--- src/rtl/mem_arb_pkg.sv ---
// Shared encodings and default parameters for the memory port arbiter.
package mem_arb_pkg;

  localparam int         STARVE_MAX_DEF = 3;
  localparam logic [7:0] IV_ADDR_DEF    = 8'h01;

  typedef enum logic [1:0] {
    GNT_NONE = 2'd0,
    GNT_IF   = 2'd1,
    GNT_DM   = 2'd2,
    GNT_IV   = 2'd3
  } gnt_state_e;

endpackage

--- src/rtl/mem_port_arbiter_if.sv ---
// Requester and memory-side signals of the arbiter. slave = arbiter side, master = requesters/memory.
// Handshake: a request is a level held by the requester; the matching *_gnt is the same-cycle
// acknowledge, and a request with no grant in a cycle shows up as *_stall for that cycle.
interface mem_port_arbiter_if;
  logic       if_req;
  logic [7:0] if_addr;
  logic       dm_req;
  logic       dm_we;
  logic [7:0] dm_addr;
  logic [7:0] dm_wdata;
  logic       iv_req;
  logic [7:0] mem_addr;
  logic       mem_we;
  logic [7:0] mem_wdata;
  logic [7:0] mem_rdata;
  logic       if_gnt;
  logic       dm_gnt;
  logic       iv_gnt;
  logic [7:0] rdata;
  logic       if_stall;
  logic       dm_stall;
  logic [7:0] iv_vec;
  logic       iv_done;
  logic [1:0] gnt_state;
  logic [7:0] stall_cnt;

  modport slave (
    input  if_req, if_addr, dm_req, dm_we, dm_addr, dm_wdata, iv_req, mem_rdata,
    output mem_addr, mem_we, mem_wdata, if_gnt, dm_gnt, iv_gnt, rdata,
           if_stall, dm_stall, iv_vec, iv_done, gnt_state, stall_cnt
  );

  modport master (
    output if_req, if_addr, dm_req, dm_we, dm_addr, dm_wdata, iv_req, mem_rdata,
    input  mem_addr, mem_we, mem_wdata, if_gnt, dm_gnt, iv_gnt, rdata,
           if_stall, dm_stall, iv_vec, iv_done, gnt_state, stall_cnt
  );
endinterface

--- src/rtl/mem_arb_starve_cnt.sv ---
// Counts consecutive denied fetch cycles; force_fetch asks for a fetch grant once the limit is hit.
module mem_arb_starve_cnt #(
  parameter int STARVE_MAX = 3
) (
  input  logic clk,
  input  logic rst,
  input  logic req,
  input  logic gnt,
  output logic force_fetch
);
  localparam int W = $clog2(STARVE_MAX + 1);
  localparam logic [W-1:0] LIMIT = W'(STARVE_MAX);

  logic [W-1:0] cnt;

  always_ff @(posedge clk or posedge rst) begin
    if (rst)                cnt <= '0;
    else if (!req || gnt)   cnt <= '0;
    else if (cnt != LIMIT)  cnt <= cnt + 1'b1;
  end

  assign force_fetch = req && (cnt == LIMIT);
endmodule

--- src/rtl/mem_port_arbiter.sv ---
// Single-port memory arbiter between fetch, data memory and interrupt-vector reads,
// with starvation protection for fetch and a saturating stall counter.
module mem_port_arbiter
  import mem_arb_pkg::*;
#(
  parameter int         STARVE_MAX = STARVE_MAX_DEF,
  parameter logic [7:0] IV_ADDR    = IV_ADDR_DEF
) (
  input  logic                clk,
  input  logic                rst,
  mem_port_arbiter_if.slave   bus
);
  gnt_state_e gnt_sel;
  gnt_state_e gnt_q;
  logic       iv_pending;
  logic       force_fetch;
  logic       if_gnt, dm_gnt, iv_gnt;
  logic       stalled;

  mem_arb_starve_cnt #(.STARVE_MAX(STARVE_MAX)) u_starve (
    .clk         (clk),
    .rst         (rst),
    .req         (bus.if_req),
    .gnt         (if_gnt),
    .force_fetch (force_fetch)
  );

  // State register: last grant, pending vector read, vector capture, stall count.
  always_ff @(posedge clk or posedge rst) begin
    if (rst) begin
      gnt_q      <= GNT_NONE;
      iv_pending <= 1'b0;
      bus.iv_vec <= 8'h00;
      bus.iv_done <= 1'b0;
      bus.stall_cnt <= 8'h00;
    end else begin
      gnt_q       <= gnt_sel;
      // A request arriving while one is pending (or being served) is absorbed.
      iv_pending  <= iv_gnt ? 1'b0 : (iv_pending | bus.iv_req);
      bus.iv_done <= iv_gnt;
      if (iv_gnt) bus.iv_vec <= bus.mem_rdata;
      if (stalled && bus.stall_cnt != 8'hFF) bus.stall_cnt <= bus.stall_cnt + 8'd1;
    end
  end

  // Next-state: priority selection, nothing granted while reset is held.
  always_comb begin
    gnt_sel = GNT_NONE;
    if (!rst) begin
      if (iv_pending)       gnt_sel = GNT_IV;
      else if (force_fetch) gnt_sel = GNT_IF;
      else if (bus.dm_req)  gnt_sel = GNT_DM;
      else if (bus.if_req)  gnt_sel = GNT_IF;
    end
  end

  assign if_gnt  = (gnt_sel == GNT_IF);
  assign dm_gnt  = (gnt_sel == GNT_DM);
  assign iv_gnt  = (gnt_sel == GNT_IV);
  assign stalled = bus.if_stall | bus.dm_stall;

  // Outputs: memory drive mux and per-requester status.
  always_comb begin
    bus.mem_addr  = bus.if_addr;
    bus.mem_we    = 1'b0;
    bus.mem_wdata = 8'h00;
    bus.rdata     = 8'h00;
    unique case (gnt_sel)
      GNT_IV: begin
        bus.mem_addr = IV_ADDR;
        bus.rdata    = bus.mem_rdata;
      end
      GNT_DM: begin
        bus.mem_addr  = bus.dm_addr;
        bus.mem_we    = bus.dm_we;
        bus.mem_wdata = bus.dm_wdata;
        bus.rdata     = bus.dm_we ? 8'h00 : bus.mem_rdata;
      end
      GNT_IF: begin
        bus.rdata = bus.mem_rdata;
      end
      default: ;
    endcase
  end

  assign bus.if_gnt    = if_gnt;
  assign bus.dm_gnt    = dm_gnt;
  assign bus.iv_gnt    = iv_gnt;
  assign bus.if_stall  = bus.if_req & ~if_gnt;
  assign bus.dm_stall  = bus.dm_req & ~dm_gnt;
  assign bus.gnt_state = gnt_q;
endmodule
--- src/flat_wrapper.sv ---
// flat-port wrapper written by rule: the top's interface ports become plain ports
module mem_port_arbiter_flat import mem_arb_pkg::*;
#(
  parameter int         STARVE_MAX = STARVE_MAX_DEF,
  parameter logic [7:0] IV_ADDR    = IV_ADDR_DEF
)
  (clk, rst, bus_if_req, bus_if_addr, bus_dm_req, bus_dm_we, bus_dm_addr, bus_dm_wdata, bus_iv_req, bus_mem_rdata, bus_mem_addr, bus_mem_we, bus_mem_wdata, bus_if_gnt, bus_dm_gnt, bus_iv_gnt, bus_rdata, bus_if_stall, bus_dm_stall, bus_iv_vec, bus_iv_done, bus_gnt_state, bus_stall_cnt);
  mem_port_arbiter_if bus_i ();
  input  logic clk;
  input  logic rst;
  input wire logic [$bits(bus_i.if_req)-1:0] bus_if_req;
  input wire logic [$bits(bus_i.if_addr)-1:0] bus_if_addr;
  input wire logic [$bits(bus_i.dm_req)-1:0] bus_dm_req;
  input wire logic [$bits(bus_i.dm_we)-1:0] bus_dm_we;
  input wire logic [$bits(bus_i.dm_addr)-1:0] bus_dm_addr;
  input wire logic [$bits(bus_i.dm_wdata)-1:0] bus_dm_wdata;
  input wire logic [$bits(bus_i.iv_req)-1:0] bus_iv_req;
  input wire logic [$bits(bus_i.mem_rdata)-1:0] bus_mem_rdata;
  output wire logic [$bits(bus_i.mem_addr)-1:0] bus_mem_addr;
  output wire logic [$bits(bus_i.mem_we)-1:0] bus_mem_we;
  output wire logic [$bits(bus_i.mem_wdata)-1:0] bus_mem_wdata;
  output wire logic [$bits(bus_i.if_gnt)-1:0] bus_if_gnt;
  output wire logic [$bits(bus_i.dm_gnt)-1:0] bus_dm_gnt;
  output wire logic [$bits(bus_i.iv_gnt)-1:0] bus_iv_gnt;
  output wire logic [$bits(bus_i.rdata)-1:0] bus_rdata;
  output wire logic [$bits(bus_i.if_stall)-1:0] bus_if_stall;
  output wire logic [$bits(bus_i.dm_stall)-1:0] bus_dm_stall;
  output wire logic [$bits(bus_i.iv_vec)-1:0] bus_iv_vec;
  output wire logic [$bits(bus_i.iv_done)-1:0] bus_iv_done;
  output wire logic [$bits(bus_i.gnt_state)-1:0] bus_gnt_state;
  output wire logic [$bits(bus_i.stall_cnt)-1:0] bus_stall_cnt;
  assign bus_i.if_req = bus_if_req;
  assign bus_i.if_addr = bus_if_addr;
  assign bus_i.dm_req = bus_dm_req;
  assign bus_i.dm_we = bus_dm_we;
  assign bus_i.dm_addr = bus_dm_addr;
  assign bus_i.dm_wdata = bus_dm_wdata;
  assign bus_i.iv_req = bus_iv_req;
  assign bus_i.mem_rdata = bus_mem_rdata;
  assign bus_mem_addr = bus_i.mem_addr;
  assign bus_mem_we = bus_i.mem_we;
  assign bus_mem_wdata = bus_i.mem_wdata;
  assign bus_if_gnt = bus_i.if_gnt;
  assign bus_dm_gnt = bus_i.dm_gnt;
  assign bus_iv_gnt = bus_i.iv_gnt;
  assign bus_rdata = bus_i.rdata;
  assign bus_if_stall = bus_i.if_stall;
  assign bus_dm_stall = bus_i.dm_stall;
  assign bus_iv_vec = bus_i.iv_vec;
  assign bus_iv_done = bus_i.iv_done;
  assign bus_gnt_state = bus_i.gnt_state;
  assign bus_stall_cnt = bus_i.stall_cnt;
  mem_port_arbiter #(.STARVE_MAX(STARVE_MAX), .IV_ADDR(IV_ADDR)) u_core (.clk(clk), .rst(rst), .bus(bus_i));
endmodule
--- config.mk ---
export PLATFORM = sky130hd
export DESIGN_NAME = mem_port_arbiter_flat
export DESIGN_NICKNAME = d
export VERILOG_FILES = /design/src/rtl/mem_arb_pkg.sv /design/src/rtl/mem_port_arbiter_if.sv /design/src/rtl/mem_arb_starve_cnt.sv /design/src/rtl/mem_port_arbiter.sv /design/src/flat_wrapper.sv
export SDC_FILE = /design/constraint.sdc
export NUM_CORES = 1
export LEC_CHECK = 0
export BUFFER_PORTS_ARGS = -buffer_cell sky130_fd_sc_hd__buf_2
export CAP_MARGIN = 0
export CORE_ASPECT_RATIO = 1.4
export CORE_MARGIN = 4
export CORE_UTILIZATION = 37
export CTS_CLUSTER_DIAMETER = 60
export DETAILED_ROUTE_END_ITERATION = 12
export PLACE_DENSITY_LB_ADDON = 0.08
export SKIP_CTS_REPAIR_TIMING = 1
export SYNTH_ARGS = -nofsm -noshare
export SYNTH_HDL_FRONTEND = slang
export SYNTH_HIERARCHICAL = 1
export SYNTH_SLANG_ARGS = --single-unit
--- constraint.sdc ---
create_clock -name clk -period 1.85 [get_ports clk]
set_clock_uncertainty 0.15 [all_clocks]
set_input_delay 0.0925 -clock clk [delete_from_list [all_inputs] [get_ports clk]]
set_output_delay 0.0925 -clock clk [all_outputs]
set_load 0.02 [all_outputs]
==> flow_summary.toml, run 1 <==
[outcome]
status = "finished with violations"
violations = "negative setup slack"

[synth]
ys_ff_latch = 22
ys_warn_count = 6
syn_area_per_cell_um2 = 10.8
yosysSeqAreaShare = 0.445
synth_top_area_share = 0.445
synth_area_leaders = "dfrtp_1 (44%), and2_1 (8.6%), mux2_2 (8.2%), a22o_1 (5.0%), xnor2_1 (2.8%)"
syn_inst = 115
ys_types = 33
netlist_area_mm2 = 0.00124
synth_nets = 155
yosys.area.top_type = "dfrtp_1"

[sta]
rsz0062_at_grt = "yes"
worst_pin_slew_ns = 0.439
hold_ws_ns = 0.0113
period_share = 1.09
period_needed_ns = 2.01
relSlewSlack = 0.708
finalSetupViolCount = 29
layout_setup_ws_ns = -0.163
clock.fmax_ghz = 0.497
hold_violations = 0
maxSlewViolCount = 0

[worst_setup_path]
reg2reg_depth = 6
setup.worst_path.start_class = "flop"
critPathMaxFanout = 4
crit_path_end_kind = "output port"
crit_arrival_ns = 1.77
worstSetupPathType = "flop to output port"
crit_required_ns = 1.61

[routing]
vias = 1283
viasPerCell = 4.84
met2WireLength_um = 2380
antenna_left = 0
dr.first_iter.drc_count = 23
wl_met3_um = 267
highest_layer = "met4"
drt-wirelength-per-cell_um = 15.6
totalWireLength_um = 4130
drtPass1Iterations = 4
wl_met1_um = 1410
drc = 0

[place]
placed_cells = 246
hpwl_um = 3040
place.gp.congestion = 0.855
io_buffers = 86

[cells_and_area]
fillers = 270
syn_to_final_growth_pct = 71.0
regArea_um2 = 552
drive_above_1_share = 0.624
n_antenna_cell = 0
layout_commonest_cell = "buf_2"
final_cell_mix = "buf_2 (71), dfrtp_1 (21), buf_6 (15), buf_4 (13)"
final_cells = 265
multi_input_area_um2 = 729
finalNetCount = 267

[hold_path]
hold_path_depth = 2
min-delay-path-class = "primary input to flop"

[die]
die_area_mm2 = 0.00435
start_util = 0.392
num_rows = 24
fp.coreArea_mm2 = 0.00315
dieHeight_um = 76.4
dieWidth_um = 56.9
pin_count = 87

[global_routing]
grt_usage = 0.168
grt_pass1_wl_um = 5930
grt_pass1_vias = 1232
grt-ovfl-total = 0
antenna_found_initial = 0
grt_max_degree = 19

[power]
leakagePower_nw = 1.08
power_density_mw_per_mm2 = 907
power_mw = 1.92
peakVddDrop_mv = 0.820

[cts]
cts_made_buffers = 3
clkSinkCount = 22
cts-root-buf = "clkbuf_8"
clockBufferDepth = 2
clk_pin_slew_ns = 0.08
clk_latency_ns = 0.25
cts_tree = "built"
htree_levels = 1

[job]
cap_violations = 0
worst max-delay path, cell delays in order, from the launching register on:
cell	delay, ns
dfrtp_1	0.39
ha_2	0.19
and2_4	0.19
nor2b_2	0.22
o21ai_2	0.12
a22o_1	0.26
buf_2	0.16
per-layer routing:
| metal | vias up | global-route usage |
|---|---|---|
| li1 | 621 | - |
| met1 | 600 | 0.183 |
| met2 | 54 | 0.319 |
| met3 | 8 | 0.0322 |
| met4 | 0 | 0.0464 |
| met5 | - | 0 |
through the flow:
step | utilization | setup TNS (ns) | cell area [um^2] | setup WS, ns
after floorplan | - | -0.334 | 1280 | -0.0702
after global placement | 0.571 | 0 | 1800 | 0.00852
after detailed placement | 0.571 | -0.165 | 1800 | -0.0757
after CTS | 0.585 | -6.98 | 1850 | -0.310
after global routing | 0.671 | -5.84 | 2120 | -0.248
final | 0.671 | -3.57 | 2120 | -0.163
layout make-up:
type | instances | share of cell area
repair buffers | 109 | 0.341
inverters | 5 | 0.00887
flip-flops and latches | 22 | 0.261
well taps | 39 | 0.0231
clock buffers | 4 | 0.0213
multi-input cells | 86 | 0.345
state kept, by name, indices dropped and copies added (netlist names):
signal and count:
u_core/bus.stall_cnt 8, u_core/iv_pending 1, u_core/bus.iv_vec 8, u_core/bus.iv_done 1
u_core/u_starve/cnt 2, u_core/bus.gnt_state 2
where the power goes:
group,switching [mW],leakage [nW],internal [mW]
logic,0.471,0.792,0.418
clock network,0.140,0.0228,0.153
registers,0.128,0.268,0.608
final timing paths:
kind / start / to / slack [ns]
max: u_core/u_starve/cnt[1] / bus_mem_addr[2] / -0.16
min: rst / u_core/bus.gnt_state[0] / 0.01
max reg2reg: u_core/u_starve/cnt[1] / u_core/bus.stall_cnt[4] / 0.02
min reg2reg: u_core/bus.iv_vec[0] / u_core/bus.iv_vec[0] / 0.35
max in group asynchronous: rst / u_core/bus.stall_cnt[0] / 0.67
min in group asynchronous: rst / u_core/u_starve/cnt[1] / 0.22
synth_stat cells, drive strengths merged:
cell / n
nand3: 5
nor2: 8
o21ai: 2
and2: 18
mux2i: 2
nor2b: 2
xor2: 1
a21boi: 1
a211oi: 1
xnor2: 4
nor4: 1
a21oi: 2
buf: 2
a22o: 7
clkbuf: 1
a31oi: 1
nor3: 1
and3: 1
or2: 1
nand2b: 2
and4: 1
nand2: 7
nand4: 2
inv: 5
ha: 2
a41oi: 1
mux2: 12
dfrtp: 22
logic make-up (layout without fill, tap and decap cells):
| group | count (synthesis) | in the layout | synth area share |
|---|---|---|---|
| and+or+nand+nor | 49 | 49 | 0.229 |
| DFF | 22 | 22 | 0.445 |
| AOI/OAI and AO/OA | 15 | 16 | 0.105 |
| muxes | 14 | 14 | 0.128 |
| buffers and inverters | 8 | 118 | 0.0374 |
| xor gates and xnor gates | 5 | 5 | 0.0354 |
| adders and majority gates | 2 | 2 | 0.0202 |
No activity file was read; power rests on OpenSTA's default activity.
==> run 2, diff against run 1 <==
--- a/config.mk
+++ b/config.mk
@@ -7,9 +7,8 @@
 export LEC_CHECK = 0
 export BUFFER_PORTS_ARGS = -buffer_cell sky130_fd_sc_hd__buf_2
 export CAP_MARGIN = 0
-export CORE_ASPECT_RATIO = 1.4
 export CORE_MARGIN = 4
-export CORE_UTILIZATION = 37
+export CORE_UTILIZATION = 44
 export CTS_CLUSTER_DIAMETER = 60
 export DETAILED_ROUTE_END_ITERATION = 12
 export PLACE_DENSITY_LB_ADDON = 0.08
==> constraint.sdc (replaced) <==
create_clock -name clk -period 2.55 [get_ports clk]
set_clock_uncertainty 0.15 [all_clocks]
set_input_delay 0.1275 -clock clk [delete_from_list [all_inputs] [get_ports clk]]
set_output_delay 0.1275 -clock clk [all_outputs]
set_load 0.02 [all_outputs]
==> run 2 against run 1 <==
  * The run now ends clean
  * Sequential share of layout area grew 3.4 points
  * Via count shrank 4.4%
  * Routed wire length shrank 16%
  * Final cell count shrank 7.5%
  * Count of clock-buffer cells in the layout shrank 1
  * Critical path depth grew 1
  * Highest routed layer unchanged
==> flow_summary.toml, run 2 (same netlist as run 1, synthesis figures left out) <==
[outcome]
status = "finished, final reports clean"

[sta]
period_needed_ns = 2.40
tns_ns = 0
maxSlewViolCount = 0
finalSetupViolCount = 0
rsz0062_at_grt = "no"
layout_setup_ws_ns = 0.150
hold_violations = 0
clock.fmax_ghz = 0.417
period_share = 0.941
worst_pin_slew_ns = 0.464
relSlewSlack = 0.690
hold_ws_ns = 0.134

[routing]
drc = 0
drt-wirelength-per-cell_um = 14.1
dr.first_iter.drc_count = 46
vias = 1226
drtPass1Iterations = 4
antenna_left = 0
viasPerCell = 5.00
totalWireLength_um = 3460

[global_routing]
grt-ovfl-total = 0
grt_usage = 0.168
antenna_found_initial = 0
grt_pass1_vias = 1110
grt_pass1_wl_um = 4790
grt_max_degree = 20

[worst_setup_path]
crit_path_end_kind = "output port"
slowest_delay_ns = 0.41
critPathMaxFanout = 19
path_cells = "ha_1 -> and2_2 -> nor4_4 -> buf_4 -> mux2i_1 -> nand2_1 -> buf_2"
worstSetupPathType = "flop to output port"
startpoint = "u_core/u_starve/cnt[0]"
cp-endpoint = "bus_mem_addr[0]"
reg2reg_depth = 8
r2r_end = "u_core/u_starve/cnt[1]"
crit_required_ns = 2.27
crit_arrival_ns = 2.12
setup.worst_path.start_class = "flop"
rr_startpoint = "u_core/u_starve/cnt[0]"
worst_path_max_delay_cell = "dfrtp_1"
r2r_slack_ns = 0.58

[job]
cap_violations = 0

[power]
leakagePower_nw = 1.00
power.switching_uw = 511
power_frac_seq = 0.400
p_sw_frac = 0.379
intPower_uw = 836
power_density_mw_per_mm2 = 721
clock_power_share = 0.195
peakVddDrop_mv = 0.618
comb_power_share = 0.405
power_mw = 1.35

[cts]
cts_tree = "built"
cts_made_buffers = 3
clockBufferDepth = 2
htree_levels = 1
clk_latency_ns = 0.30
clkSinkCount = 22
cts-root-buf = "clkbuf_4"
clk_pin_slew_ns = 0.12

[cells_and_area]
drive_above_1_share = 0.512
regArea_um2 = 551
syn_to_final_growth_pct = 51.0
final_cells = 245
final_cell_mix = "buf_2 (86), dfrtp_1 (22), and2_1 (17), dlygate4sd3_1 (11), mux2_2 (9)"
n_antenna_cell = 0
multi_input_area_um2 = 653
finalNetCount = 256
top_regs = "u_core/bus.iv_vec x8, u_core/bus.stall_cnt x8"
fillers = 196
final_area_mm2 = 0.00187
layout_commonest_cell = "buf_2"
utilization = 0.728

[die]
dieWidth_um = 61.0
die_area_mm2 = 0.00372
pin_count = 87
fp.coreArea_mm2 = 0.00257
start_util = 0.482
num_rows = 18
dieHeight_um = 61.0

[place]
hpwl_um = 2630
dpl_cell_area_mm2 = 0.00169
placed_cells = 230
io_buffers = 86
post-place-ws_ns = 0.471
place.gp.congestion = 0.735

[hold_path]
min-delay-path-class = "primary input to async pin"
-- run 2: changes by cell type in the layout (fill, tap and decap cells not counted), sizes merged --
cell and change:
clkbuf -1, buf -11, o21ai -1, bufinv +1, dlygate4sd3 +1
-- run 2: metal layers --
metal  wire (um)  global-route usage  vias to the layer above  share of wire
met3         393              0.0377                        4           0.11
met5           0                   0                        -              0
met2        1820               0.317                       57           0.53
met1        1220               0.193                      568           0.35
met4          25              0.0372                        0         0.0072
li1            -                   -                      597              -
-- run 2: worst min path at each step --
stage	to	slack [ns]
2_1_floorplan	u_core/u_starve/cnt[0]	-0.28
3_3_place_gp	u_core/u_starve/cnt[0]	-0.09
4_1_cts	u_core/u_starve/cnt[1]	-0.43
6_report	u_core/u_starve/cnt[1]	0.13
3_5_place_dp	u_core/u_starve/cnt[1]	-0.09
5_1_grt	u_core/u_starve/cnt[1]	0.16
-- run 2: layout make-up --
class,instances,share of cell area
clock buffers,3,0.0121
clock inverters,1,0.0161
inverters,5,0.0100
multi-input cells,85,0.350
flip-flops and latches,22,0.295
well taps,30,0.0201
repair buffers,99,0.297
-- run 2: worst max-delay path, delay by kind of cell, from the launching register on --
| family | cells | cell delay [ns] |
|---|---|---|
| flip-flops | 1 | 0.41 |
| adder cells (fa/ha/maj) | 1 | 0.25 |
| buffers and inverters | 2 | 0.41 |
| AND/OR/NAND/NOR | 3 | 0.55 |
| multiplexers | 1 | 0.20 |
-- run 2: power groups by stage --
| stage | Combinational [mW] | Clock (mW) | Sequential [mW] |
|---|---|---|---|
| after floorplan | 0.256 | 0 | 0.630 |
| after global placement | 0.525 | 0 | 0.533 |
| after detailed placement | 0.537 | 0 | 0.542 |
| after CTS | 0.537 | 0.270 | 0.537 |
| after global routing | 0.597 | 0.284 | 0.558 |
| final | 0.546 | 0.263 | 0.539 |
